File: src/rtl/req_capture_4ch.sv
// Four-channel request capture: synchronise, debounce and rising-edge-detect each raw line.
// Detected edges are queued and granted one at a time as a one-hot word with a valid/ready
// handshake. Build option RR_ARB_EN selects round-robin arbitration; the default is fixed
// priority with channel 3 highest.
module req_capture_4ch #(
    parameter int unsigned DB_CNT = 4,
    parameter int unsigned CNT_W  = 3
) (
    input  logic       clk,
    input  logic       rst,
    input  logic [3:0] in_raw,
    output logic [3:0] out_onehot,
    output logic       out_valid,
    input  logic       out_ready,
    output logic [3:0] pending,
    output logic [3:0] drop,
    input  logic       clr_drop
);
    localparam logic [CNT_W-1:0] CntMax = CNT_W'(DB_CNT - 1);

    logic [3:0]       s1_q, s2_q;
    logic [3:0]       db_q, db_d;
    logic [3:0]       rise;
    logic [CNT_W-1:0] cnt_q [4];
    logic [CNT_W-1:0] cnt_d [4];
    logic [3:0]       pend_q, pend_d;
    logic [3:0]       drop_q, drop_d;
    logic [3:0]       oh_q, oh_d;
    logic             valid_q, valid_d;
    logic [3:0]       grant;
    logic             load;

    always_comb begin
        db_d = db_q;
        rise = '0;
        for (int n = 0; n < 4; n++) begin
            cnt_d[n] = '0;
            if (s2_q[n] != db_q[n]) begin
                if (cnt_q[n] == CntMax) begin
                    db_d[n] = s2_q[n];
                    rise[n] = s2_q[n];
                end else begin
                    cnt_d[n] = cnt_q[n] + CNT_W'(1);
                end
            end
        end
    end

`ifdef RR_ARB_EN
    logic [1:0] ptr_q, ptr_d;
    logic [1:0] idx, sel_idx;
    logic       found;

    // Search begins one past the last grant so every pending channel is served in turn.
    always_comb begin
        found   = 1'b0;
        sel_idx = ptr_q;
        idx     = ptr_q;
        for (int i = 1; i <= 4; i++) begin
            idx = ptr_q + 2'(i);
            if (!found && pend_q[idx]) begin
                found   = 1'b1;
                sel_idx = idx;
            end
        end
        grant = found ? (4'b0001 << sel_idx) : 4'b0000;
        ptr_d = (load && found) ? sel_idx : ptr_q;
    end
`else
    // Later iterations overwrite earlier ones, so the highest pending channel wins.
    always_comb begin
        grant = '0;
        for (int i = 0; i < 4; i++) begin
            if (pend_q[i]) begin
                grant = 4'b0001 << i;
            end
        end
    end
`endif

    assign load = !valid_q || out_ready;

    always_comb begin
        oh_d    = oh_q;
        valid_d = valid_q;
        if (load) begin
            oh_d    = grant;
            valid_d = |pend_q;
        end
        // A new edge on the cycle its bit is granted keeps the bit set.
        pend_d = (pend_q & ~(load ? grant : 4'b0000)) | rise;
        drop_d = (clr_drop ? 4'b0000 : drop_q) | (rise & pend_q);
    end

    always_ff @(posedge clk) begin
        if (rst) begin
            s1_q    <= '0;
            s2_q    <= '0;
            db_q    <= '0;
            pend_q  <= '0;
            drop_q  <= '0;
            oh_q    <= '0;
            valid_q <= 1'b0;
            for (int n = 0; n < 4; n++) begin
                cnt_q[n] <= '0;
            end
        end else begin
            s1_q    <= in_raw;
            s2_q    <= s1_q;
            db_q    <= db_d;
            pend_q  <= pend_d;
            drop_q  <= drop_d;
            oh_q    <= oh_d;
            valid_q <= valid_d;
            for (int n = 0; n < 4; n++) begin
                cnt_q[n] <= cnt_d[n];
            end
        end
    end

`ifdef RR_ARB_EN
    always_ff @(posedge clk) begin
        if (rst) begin
            ptr_q <= 2'd3;
        end else begin
            ptr_q <= ptr_d;
        end
    end
`endif

    assign out_onehot = oh_q;
    assign out_valid  = valid_q;
    assign pending    = pend_q;
    assign drop       = drop_q;

endmodule

File: config.mk
export PLATFORM = sky130hd
export DESIGN_NAME = req_capture_4ch
export DESIGN_NICKNAME = d
export VERILOG_FILES = /design/src/rtl/req_capture_4ch.sv
export SDC_FILE = /design/constraint.sdc
export NUM_CORES = 1
export LEC_CHECK = 0
export ABC_CLOCK_PERIOD_IN_PS = 1400
export BUFFER_PORTS_ARGS = -buffer_cell sky130_fd_sc_hd__buf_2
export CAP_MARGIN = 0
export CORE_MARGIN = 3
export CORE_UTILIZATION = 49
export CTS_CLUSTER_DIAMETER = 30
export DETAILED_ROUTE_END_ITERATION = 10
export PLACE_DENSITY = 0.73
export REMOVE_ABC_BUFFERS = 1
export SYNTH_ARGS = -nofsm -noshare
export SYNTH_HDL_FRONTEND = slang
export SYNTH_SLANG_ARGS = --single-unit
File: constraint.sdc
create_clock -name clk -period 1.4 [get_ports clk]
set_clock_uncertainty 0.15 [all_clocks]
set_input_delay 0.14 -clock clk [delete_from_list [all_inputs] [get_ports clk]]
set_output_delay 0.14 -clock clk [all_outputs]
set_load 0.01 [all_outputs]
==> results of run 1 <==
-- per-layer routing --
metal | share of wire | GRT usage
met1 | 0.44 | 0.1664
met2 | 0.49 | 0.2652
met3 | 0.048 | 0.05882
met4 | 0.020 | 0.08738
met5 | 0 | 0
-- state kept, by name (all words and copies together), names as in the netlist --
signal and count:
cnt_q 12, db_q 4, drop 4, out_onehot 4
pending 4, s1_q 4, s2_q 4, out_valid 1
-- cell usage in the layout, fill, tap and decap left out, types with 6 or more instances in the layout --
cell      count
buf_4         8
dfxtp_1      33
nor2b_1       9
buf_2        20
inv_1         8
nand2_1       7
a21oi_1      13
nand2b_1      6
nor2_1        7
nor2_2       10
-- final timing paths --
check,from,end,slack (ns)
worst max register to register,cnt_q[2][0],cnt_q[2][2],0.05
worst min-delay path,rst,db_q[3],0.02
worst max-delay path,cnt_q[2][0],cnt_q[2][2],0.05
worst min register to register,cnt_q[0][0],cnt_q[0][0],0.26
-- cell usage after synthesis --
| cell type | count |
|---|---|
| dfxtp_1 | 37 |
| nand2_1 | 7 |
| buf_4 | 1 |
| a21oi_1 | 13 |
| mux2i_1 | 3 |
| nor3_1 | 1 |
| nor2_2 | 9 |
| o32ai_1 | 1 |
| or3_4 | 3 |
| xnor2_1 | 4 |
| inv_1 | 8 |
| ha_1 | 8 |
| nand3_1 | 1 |
| or3_1 | 1 |
| nand3b_1 | 4 |
| o21ai_0 | 1 |
| nand4b_1 | 5 |
| nand2b_1 | 6 |
| nor2_1 | 8 |
| nor2b_1 | 9 |
| o41ai_1 | 1 |
| buf_2 | 3 |
| clkbuf_2 | 1 |
| or2b_1 | 1 |
-- power by group --
group	internal [mW]	leakage, nW	total, mW	switching [mW]
Sequential	1.07	0.302	1.08	0.00859
Combinational	0.0383	0.320	0.0674	0.0290
Clock	0.200	0.0265	0.510	0.310
Total	1.31	0.649	1.65	0.348
-- cell families after synthesis --
group                    count (synthesis)
adder cells (fa/ha/maj)                  8
buffers and inverters                   13
AND/OR/NAND/NOR                         55
multiplexers                             3
flip-flops                              37
AO/OA/AOI/OAI                           16
XOR/XNOR                                 4
-- repair_timing --
action	4_1_cts	5_1_grt
setup endpoints to repair	12	13
hold buffers	5	0
endpoints found under the hold margin	8	0
pin swaps	3	4
resized for setup	5	11
-- stage by stage --
step | setup WS, ns | instances | setup TNS [ns]
after global placement | 0.008236 | 189 | 0
after floorplan | 0.0003810 | 131 | 0
final | 0.05362 | 202 | 0
after CTS | 0.004620 | 202 | 0
after global routing | 0.005649 | 202 | 0
after detailed placement | -0.05041 | 189 | -0.2169
-- cell type report --
class	count	area, um^2
fill	225	874.6
sequential	37	745.7
multi-input combinational	86	643.1
timing repair buffer	33	210.2
clock buffer	8	48.80
tap	30	37.54
inverter	8	30.03
==> flow_metrics.env, run 1 <==
export IMPL_p_per_area_nw_per_um2=963.5
export IMPL_cts_max_level=2
export IMPL_r2r_cells=4
export IMPL_avgSynthCellArea_um2=10.21
export IMPL_critPathMaxStageDelay_ns=0.35
export IMPL_gr_total_overflow=0
export IMPL_antenna_found_initial=0
export IMPL_slew_headroom=0.7943
export IMPL_grt_max_degree=18
export IMPL_worst_pin_slew_ns=0.3085
export IMPL_critPathMaxFanout=3
export IMPL_io_buffers=20
export IMPL_firstDrtPassIters=4
export IMPL_synth_seq_cells=37
export IMPL_num_nets_final=187
export IMPL_crit_type="reg2reg"
export IMPL_root_buffer="clkbuf_4"
export IMPL_cp_required_ns=1.53
export IMPL_vias_per_cell=5.005
export IMPL_final_setup_viol_count=0
export IMPL_hold_viol=0
export IMPL_drt_wirelength_per_cell_um=11.86
export IMPL_timing_hold_ws_ns=0.02332
export IMPL_core_rowCount=18
export IMPL_synth_xor_area_share=0.02523
export IMPL_yosysWarnings=0
export IMPL_synth_fa_ha_area_frac=0.07207
export IMPL_finalPower_mw=1.653
export IMPL_synthSimpleGateAreaFrac=0.2432
export IMPL_synth_mux_area_frac=0.02162
export IMPL_fin_crit_sh=0.9617
export IMPL_critPathArrivalTime_ns=1.47
export IMPL_grt_pass1_wl_um=3933
export IMPL_cts_buffers=5
export IMPL_crit_family="simple AND/OR/NAND/NOR gates"
export IMPL_die_area_um2=3509
export IMPL_ant_nets=0
export IMPL_fin_crit_ns=1.346
export IMPL_ir_drop_mv=0.8103
export IMPL_cp_end_kind="flop"
export IMPL_fin_util=0.6623
export IMPL_crit_slowest_cell="or3_4"
export IMPL_synth_area_leaders="dfxtp_1 (53%), ha_1 (7.2%), a21oi_1 (4.7%), nor2_2 (4.1%), nor2b_1 (4.1%)"
export IMPL_grt_pass1_vias=929
export IMPL_cp_start_kind="flop"
export IMPL_drt_wl_total_um=2395
export IMPL_core_um2=2590
export IMPL_cts_path_max_buffers=2
export IMPL_hpwl_um=1757
export IMPL_drc=0
export IMPL_path_clk_slew_ns=0.10
export IMPL_vias=1011
export IMPL_yosysSeqAreaShare=0.5333
export IMPL_area_growth_pct=23.51
export IMPL_fin_area_um2=1715
export IMPL_drtIter0Drc=17
export IMPL_syn_area_um2=1389
export IMPL_syn_inst=136
export IMPL_crit_buf_inv=0
export IMPL_maxCapViolations=0
export IMPL_status="finished, final reports clean"
export IMPL_synth_top_area_cell="dfxtp_1"
export IMPL_die_w_um=59.24
export IMPL_synth_compound_area_share=0.06306
export IMPL_ios=21
export IMPL_drive_above_1_share=0.3430
export IMPL_die_y_um=59.24
export IMPL_clock_latency_ns=0.33
export IMPL_cp_depth=4
export IMPL_fmax_ghz=0.7427
export IMPL_ys_types=24
export IMPL_num_antenna_cells=0
export IMPL_slew_viol_final=0
export IMPL_cts_setup_buffers=0
export IMPL_path_cells="ha_1, ha_2, or3_4, nor2_2"
export IMPL_synth_top_area_share=0.5333
export IMPL_cts_tree="built"
export IMPL_synth_top_family_by_area="simple AND/OR/NAND/NOR gates"
export IMPL_rsz0062_at_grt="false"
export IMPL_p_leak_nw=0.6486
export IMPL_cts_sinks=37
export IMPL_hold_path_class="in2reg"
export IMPL_place_gp_congestion=0.7328
export IMPL_initial_core_util=0.5362
export IMPL_whs_path_depth=2
export IMPL_grt_usage=0.1569
export IMPL_placed_cell_area_um2=1559
Note: power is estimated with default switching activity, not from simulation.
==> run 2: changes to the inputs <==
--- a/config.mk
+++ b/config.mk
@@ -9,11 +9,11 @@
 export BUFFER_PORTS_ARGS = -buffer_cell sky130_fd_sc_hd__buf_2
 export CAP_MARGIN = 0
 export CORE_MARGIN = 3
-export CORE_UTILIZATION = 49
+export CORE_UTILIZATION = 40
 export CTS_CLUSTER_DIAMETER = 30
 export DETAILED_ROUTE_END_ITERATION = 10
-export PLACE_DENSITY = 0.73
 export REMOVE_ABC_BUFFERS = 1
+export SETUP_SLACK_MARGIN = 0.15
 export SYNTH_ARGS = -nofsm -noshare
 export SYNTH_HDL_FRONTEND = slang
 export SYNTH_SLANG_ARGS = --single-unit
==> run 2 against run 1 <==
  * Register-to-register slack better by 0.02 ns
  * Critical endpoint is now cnt_q[0][0]
  * Largest power group unchanged
  * Highest routed layer unchanged
  * Cell count increased by 7.4%
  * Largest cell class unchanged
  * Critical path depth did not move
==> flow_metrics.env, run 2 (same netlist as run 1, synthesis figures left out) <==
export IMPL_rr_endpoint="cnt_q[0][0]"
export IMPL_layout_common_cells="dfxtp_1 (25), buf_2 (20), a21oi_1 (11)"
export IMPL_regMostFlops="cnt_q"
export IMPL_slew_viol_final=0
export IMPL_cp_end_kind="flop"
export IMPL_drive_above_1_share=0.4277
export IMPL_combPwrFrac=0.039
export IMPL_rr_startpoint="cnt_q[0][0]"
export IMPL_hold_path_class="in2reg"
export IMPL_ios=21
export IMPL_fmax_ghz=0.7514
export IMPL_timing_hold_ws_ns=0.03265
export IMPL_fin_crit_sh=0.9506
export IMPL_rsz0062_at_grt="true"
export IMPL_cts_path_max_buffers=2
export IMPL_ir_drop_mv=0.6477
export IMPL_worst_pin_slew_ns=0.3815
export IMPL_p_int_mw=1.467
export IMPL_whs_path_depth=4
export IMPL_r2r_cells=4
export IMPL_cts_tree="built"
export IMPL_io_buffers=20
export IMPL_grt_pass1_wl_um=4422
export IMPL_root_buffer="clkbuf_4"
export IMPL_fin_cells=217
export IMPL_power_switching_uw=381.4
export IMPL_gr_total_overflow=0
export IMPL_clock_latency_ns=0.34
export IMPL_p_sw_frac=0.2063
export IMPL_p_seq_frac=0.580
export IMPL_cp_start_kind="flop"
export IMPL_num_nets_final=189
export IMPL_initial_core_util=0.4370
export IMPL_fin_crit_ns=1.331
export IMPL_die_w_um=64.93
export IMPL_drt_wirelength_per_cell_um=11.80
export IMPL_maxCapViolations=0
export IMPL_area_growth_pct=34.50
export IMPL_vias_per_cell=4.728
export IMPL_grt_usage=0.1418
export IMPL_worstHoldEndpoint="pending[2]"
export IMPL_num_antenna_cells=0
export IMPL_place_gp_congestion=0.6959
export IMPL_critPathArrivalTime_ns=1.46
export IMPL_min_from="out_ready"
export IMPL_final_setup_viol_count=0
export IMPL_grt_max_degree=21
export IMPL_p_leak_nw=0.6811
export IMPL_vias=1026
export IMPL_status="finished, final reports clean"
export IMPL_core_um2=3178
export IMPL_die_y_um=64.93
export IMPL_met3_usage=0.07626
export IMPL_dp_cells=202
export IMPL_largest_reg_flops=12
export IMPL_drt_wl_total_um=2561
export IMPL_cp_required_ns=1.53
export IMPL_drtIter0Drc=30
export IMPL_top_usage_layer="met2"
export IMPL_firstDrtPassIters=3
export IMPL_use_met2=0.2363
export IMPL_grt_use_met1=0.1522
export IMPL_die_area_um2=4215
export IMPL_cts_buffers=5
export IMPL_fin_util=0.5878
export IMPL_cts_sinks=37
export IMPL_antenna_found_initial=0
export IMPL_crit_type="reg2reg"
export IMPL_core_rowCount=20
export IMPL_final_common_cell="dfxtp_1"
export IMPL_hpwl_um=1706
export IMPL_path_clk_slew_ns=0.11
export IMPL_cts_max_level=2
export IMPL_grt_pass1_vias=1034
export IMPL_critPathMaxFanout=3
export IMPL_ant_nets=0
export IMPL_slew_headroom=0.7456
export IMPL_drc=0
export IMPL_rrSetupSlack_ns=0.07
export IMPL_p_per_area_nw_per_um2=989.6
export IMPL_hold_viol=0
export IMPL_power_clock_fraction=0.381
run 2: through the flow:
stage / TNS (ns) / setup slack, ns / instance area, um^2 / total power [mW]
after floorplan: 0 / 0.0003810 / 1361 / 1.121
after global placement: 0 / 0.01840 / 1569 / 1.150
after detailed placement: -0.1298 / -0.03034 / 1569 / 1.152
after CTS: 0 / 0.06672 / 1829 / 1.867
after global routing: 0 / 0.04573 / 1868 / 1.938
final: 0 / 0.06922 / 1868 / 1.849
run 2: final cells by class:
class,instances,area (um^2)
well taps,44,55.05
clock buffers,5,37.54
flip-flops and latches,37,760.7
repair buffers,35,236.5
multi-input cells,86,713.2
clock inverters,2,35.03
inverters,8,30.03
fillers,300,1310
run 2: timing repair:
| item | CTS | global route |
|---|---|---|
| setup endpoints to repair | 28 | 27 |
| setup buffers | 2 | 1 |
| gates cloned | 0 | 0 |
| gates resized for setup | 29 | 10 |
| hold buffers | 5 | 0 |
| pin swaps | 15 | 3 |
| endpoints found under the hold margin | 8 | 0 |
run 2: how the worst max path moves through the flow:
stage / startpoint / endpoint / slack [ns] / depth (start not counted)
global route: cnt_q[1][0] / cnt_q[1][1] / 0.05 / 4
global placement: cnt_q[1][0] / cnt_q[1][0] / 0.02 / 4
finish: cnt_q[0][0] / cnt_q[0][0] / 0.07 / 4
detailed placement: cnt_q[2][0] / cnt_q[2][2] / -0.03 / 4
floorplan: cnt_q[3][0] / cnt_q[3][0] / 0.0004 / 4
CTS: cnt_q[3][0] / cnt_q[3][0] / 0.07 / 4
run 2: power by group through the flow:
stage          Combinational, mW  Clock, mW  Sequential [mW]
2_1_floorplan             0.0240          0             1.10
3_3_place_gp              0.0519          0             1.10
3_5_place_dp              0.0537          0             1.10
4_1_cts                   0.0696      0.722             1.08
5_1_grt                   0.0803      0.783             1.07
6_report                  0.0723      0.704             1.07
run 2: worst max-delay path, cell delays in order (launching register included):
cell	delay, ns
dfxtp_2	0.34
ha_4	0.16
ha_4	0.15
or3_4	0.36
nor2_4	0.11
run 2: layer usage:
| metal | vias to the layer above | share of wire |
|---|---|---|
| li1 | 524 | - |
| met1 | 475 | 0.43 |
| met2 | 22 | 0.49 |
| met3 | 5 | 0.062 |
| met4 | 0 | 0.017 |
| met5 | - | 0 |
==> run 3: changes to the inputs <==
--- a/config.mk
+++ b/config.mk
@@ -10,8 +10,10 @@
 export CAP_MARGIN = 0
 export CORE_MARGIN = 3
 export CORE_UTILIZATION = 40
+export CTS_BUF_LIST = sky130_fd_sc_hd__clkbuf_2
 export CTS_CLUSTER_DIAMETER = 30
 export DETAILED_ROUTE_END_ITERATION = 10
+export RECOVER_POWER = 100
 export REMOVE_ABC_BUFFERS = 1
 export SETUP_SLACK_MARGIN = 0.15
 export SYNTH_ARGS = -nofsm -noshare
==> run 3 against run 2 <==
  * First-iteration DRC count decreased by 37%
  * Critical endpoint unchanged
  * Critical path depth unchanged
  * Sequential share of layout area decreased by 2.1 points
  * Largest power group unchanged
  * Worst hold slack improved by 0.14 ns
  * Sequential power about the same
  * Register-to-register slack about the same
  * Global-route usage increased by 0.89 points
==> flow_metrics.env, run 3 (same netlist as run 1, synthesis figures left out) <==
export IMPL_cts_buffers=5
export IMPL_regMostFlops="cnt_q"
export IMPL_vias_per_cell=4.725
export IMPL_core_um2=3178
export IMPL_worst_pin_slew_ns=0.4769
export IMPL_drt_wl_total_um=2870
export IMPL_num_nets_final=201
export IMPL_hold_path_class="in2reg"
export IMPL_timing_hold_ws_ns=0.1751
export IMPL_drc=0
export IMPL_io_buffers=20
export IMPL_crit_type="reg2reg"
export IMPL_num_antenna_cells=0
export IMPL_combPwrFrac=0.046
export IMPL_p_seq_frac=0.603
export IMPL_min_from="rst"
export IMPL_status="finished, final reports clean"
export IMPL_die_w_um=64.93
export IMPL_ant_nets=0
export IMPL_place_gp_congestion=0.6959
export IMPL_rrSetupSlack_ns=0.06
export IMPL_rr_startpoint="cnt_q[0][1]"
export IMPL_critPathArrivalTime_ns=1.49
export IMPL_core_rowCount=20
export IMPL_drtIter0Drc=19
export IMPL_die_area_um2=4215
export IMPL_cts_path_max_buffers=2
export IMPL_final_setup_viol_count=0
export IMPL_fin_crit_ns=1.338
export IMPL_root_buffer="clkbuf_2"
export IMPL_largest_reg_flops=12
export IMPL_clock_latency_ns=0.38
export IMPL_r2r_cells=4
export IMPL_fmax_ghz=0.7471
export IMPL_layout_common_cells="dfxtp_1 (32), buf_4 (12), nor2_1 (11)"
export IMPL_area_growth_pct=39.37
export IMPL_drt_wirelength_per_cell_um=12.53
export IMPL_hpwl_um=1706
export IMPL_cp_endpoint="cnt_q[0][0]"
export IMPL_p_sw_frac=0.2129
export IMPL_cp_start_kind="flop"
export IMPL_path_clk_slew_ns=0.18
export IMPL_initial_core_util=0.4370
export IMPL_cp_startpoint="cnt_q[0][1]"
export IMPL_drive_above_1_share=0.3297
export IMPL_firstDrtPassIters=4
export IMPL_critPathMaxFanout=3
export IMPL_cts_max_level=2
export IMPL_placed_cell_area_um2=1569
export IMPL_power_clock_fraction=0.351
export IMPL_rsz0062_at_grt="true"
export IMPL_ir_drop_mv=0.6540
export IMPL_cp_end_kind="flop"
export IMPL_die_y_um=64.93
export IMPL_cp_required_ns=1.55
export IMPL_hold_viol=0
export IMPL_vias=1082
export IMPL_p_leak_nw=0.7033
export IMPL_ios=21
export IMPL_fin_area_um2=1936
export IMPL_finalPower_mw=1.789
export IMPL_rr_endpoint="cnt_q[0][0]"
export IMPL_grt_pass1_wl_um=4774
export IMPL_final_common_cell="dfxtp_1"
export IMPL_grt_max_degree=12
export IMPL_maxCapViolations=0
export IMPL_slew_viol_final=0
export IMPL_cts_sinks=37
export IMPL_grt_usage=0.1506
export IMPL_p_int_mw=1.408
export IMPL_slew_headroom=0.6821
export IMPL_antenna_found_initial=0
export IMPL_gr_total_overflow=0
export IMPL_power_switching_uw=380.8
export IMPL_grt_pass1_vias=1099
export IMPL_fin_crit_sh=0.9560
export IMPL_cts_tree="built"
export IMPL_p_per_area_nw_per_um2=924.1
## run 3: worst min-delay path by stage
stage	to	depth (start not counted)
finish	pending[1]	3
global route	pending[1]	3
CTS	pending[1]	3
detailed placement	s1_q[1]	2
global placement	s1_q[0]	2
floorplan	db_q[1]	1
## run 3: layer usage
metal,wire length [um],GRT usage
met5,0,0
met4,50,0.07124
met3,123,0.04853
met2,1473,0.2593
met1,1223,0.1665
## run 3: area by class of cell
| class | count | area (um^2) |
|---|---|---|
| inverter | 8 | 30.03 |
| sequential | 37 | 747.0 |
| fill | 307 | 1242 |
| timing repair buffer | 47 | 336.6 |
| clock buffer | 5 | 25.02 |
| multi-input combinational | 86 | 706.9 |
| clock inverter | 2 | 35.03 |
| tap | 44 | 55.05 |
## run 3: metrics by stage
stage / worst slack, ns / setup TNS, ns / cells / utilization
detailed placement: -0.03034 / -0.1298 / 202 / 0.4937
finish: 0.06157 / 0 / 229 / 0.6091
CTS: 0.05518 / 0 / 228 / 0.6071
global route: 0.01979 / 0 / 229 / 0.6091
floorplan: 0.0003810 / 0 / 131 / -
global placement: 0.01840 / 0 / 202 / 0.4937
## run 3: timing repair
action,in CTS,in global routing
pin swaps,15,5
hold buffers,10,1
buffers inserted,9,1
endpoints found under the hold margin,14,1
gates resized for setup,33,20
setup endpoints to repair,27,34
## run 3: worst max-delay path, cell delays in order, from the launching register on
cell and delay, ns:
dfxtp_1 0.36, ha_4 0.17, ha_4 0.15, or3_4 0.34, nor2_1 0.12
## run 3: power groups by stage
stage               combinational (mW)  sequential (mW)  clock (mW)
floorplan                       0.0240             1.10           0
detailed placement              0.0537             1.10           0
global placement                0.0519             1.10           0
global route                    0.0903             1.08       0.705
finish                          0.0818             1.08       0.628
CTS                             0.0814             1.07       0.649
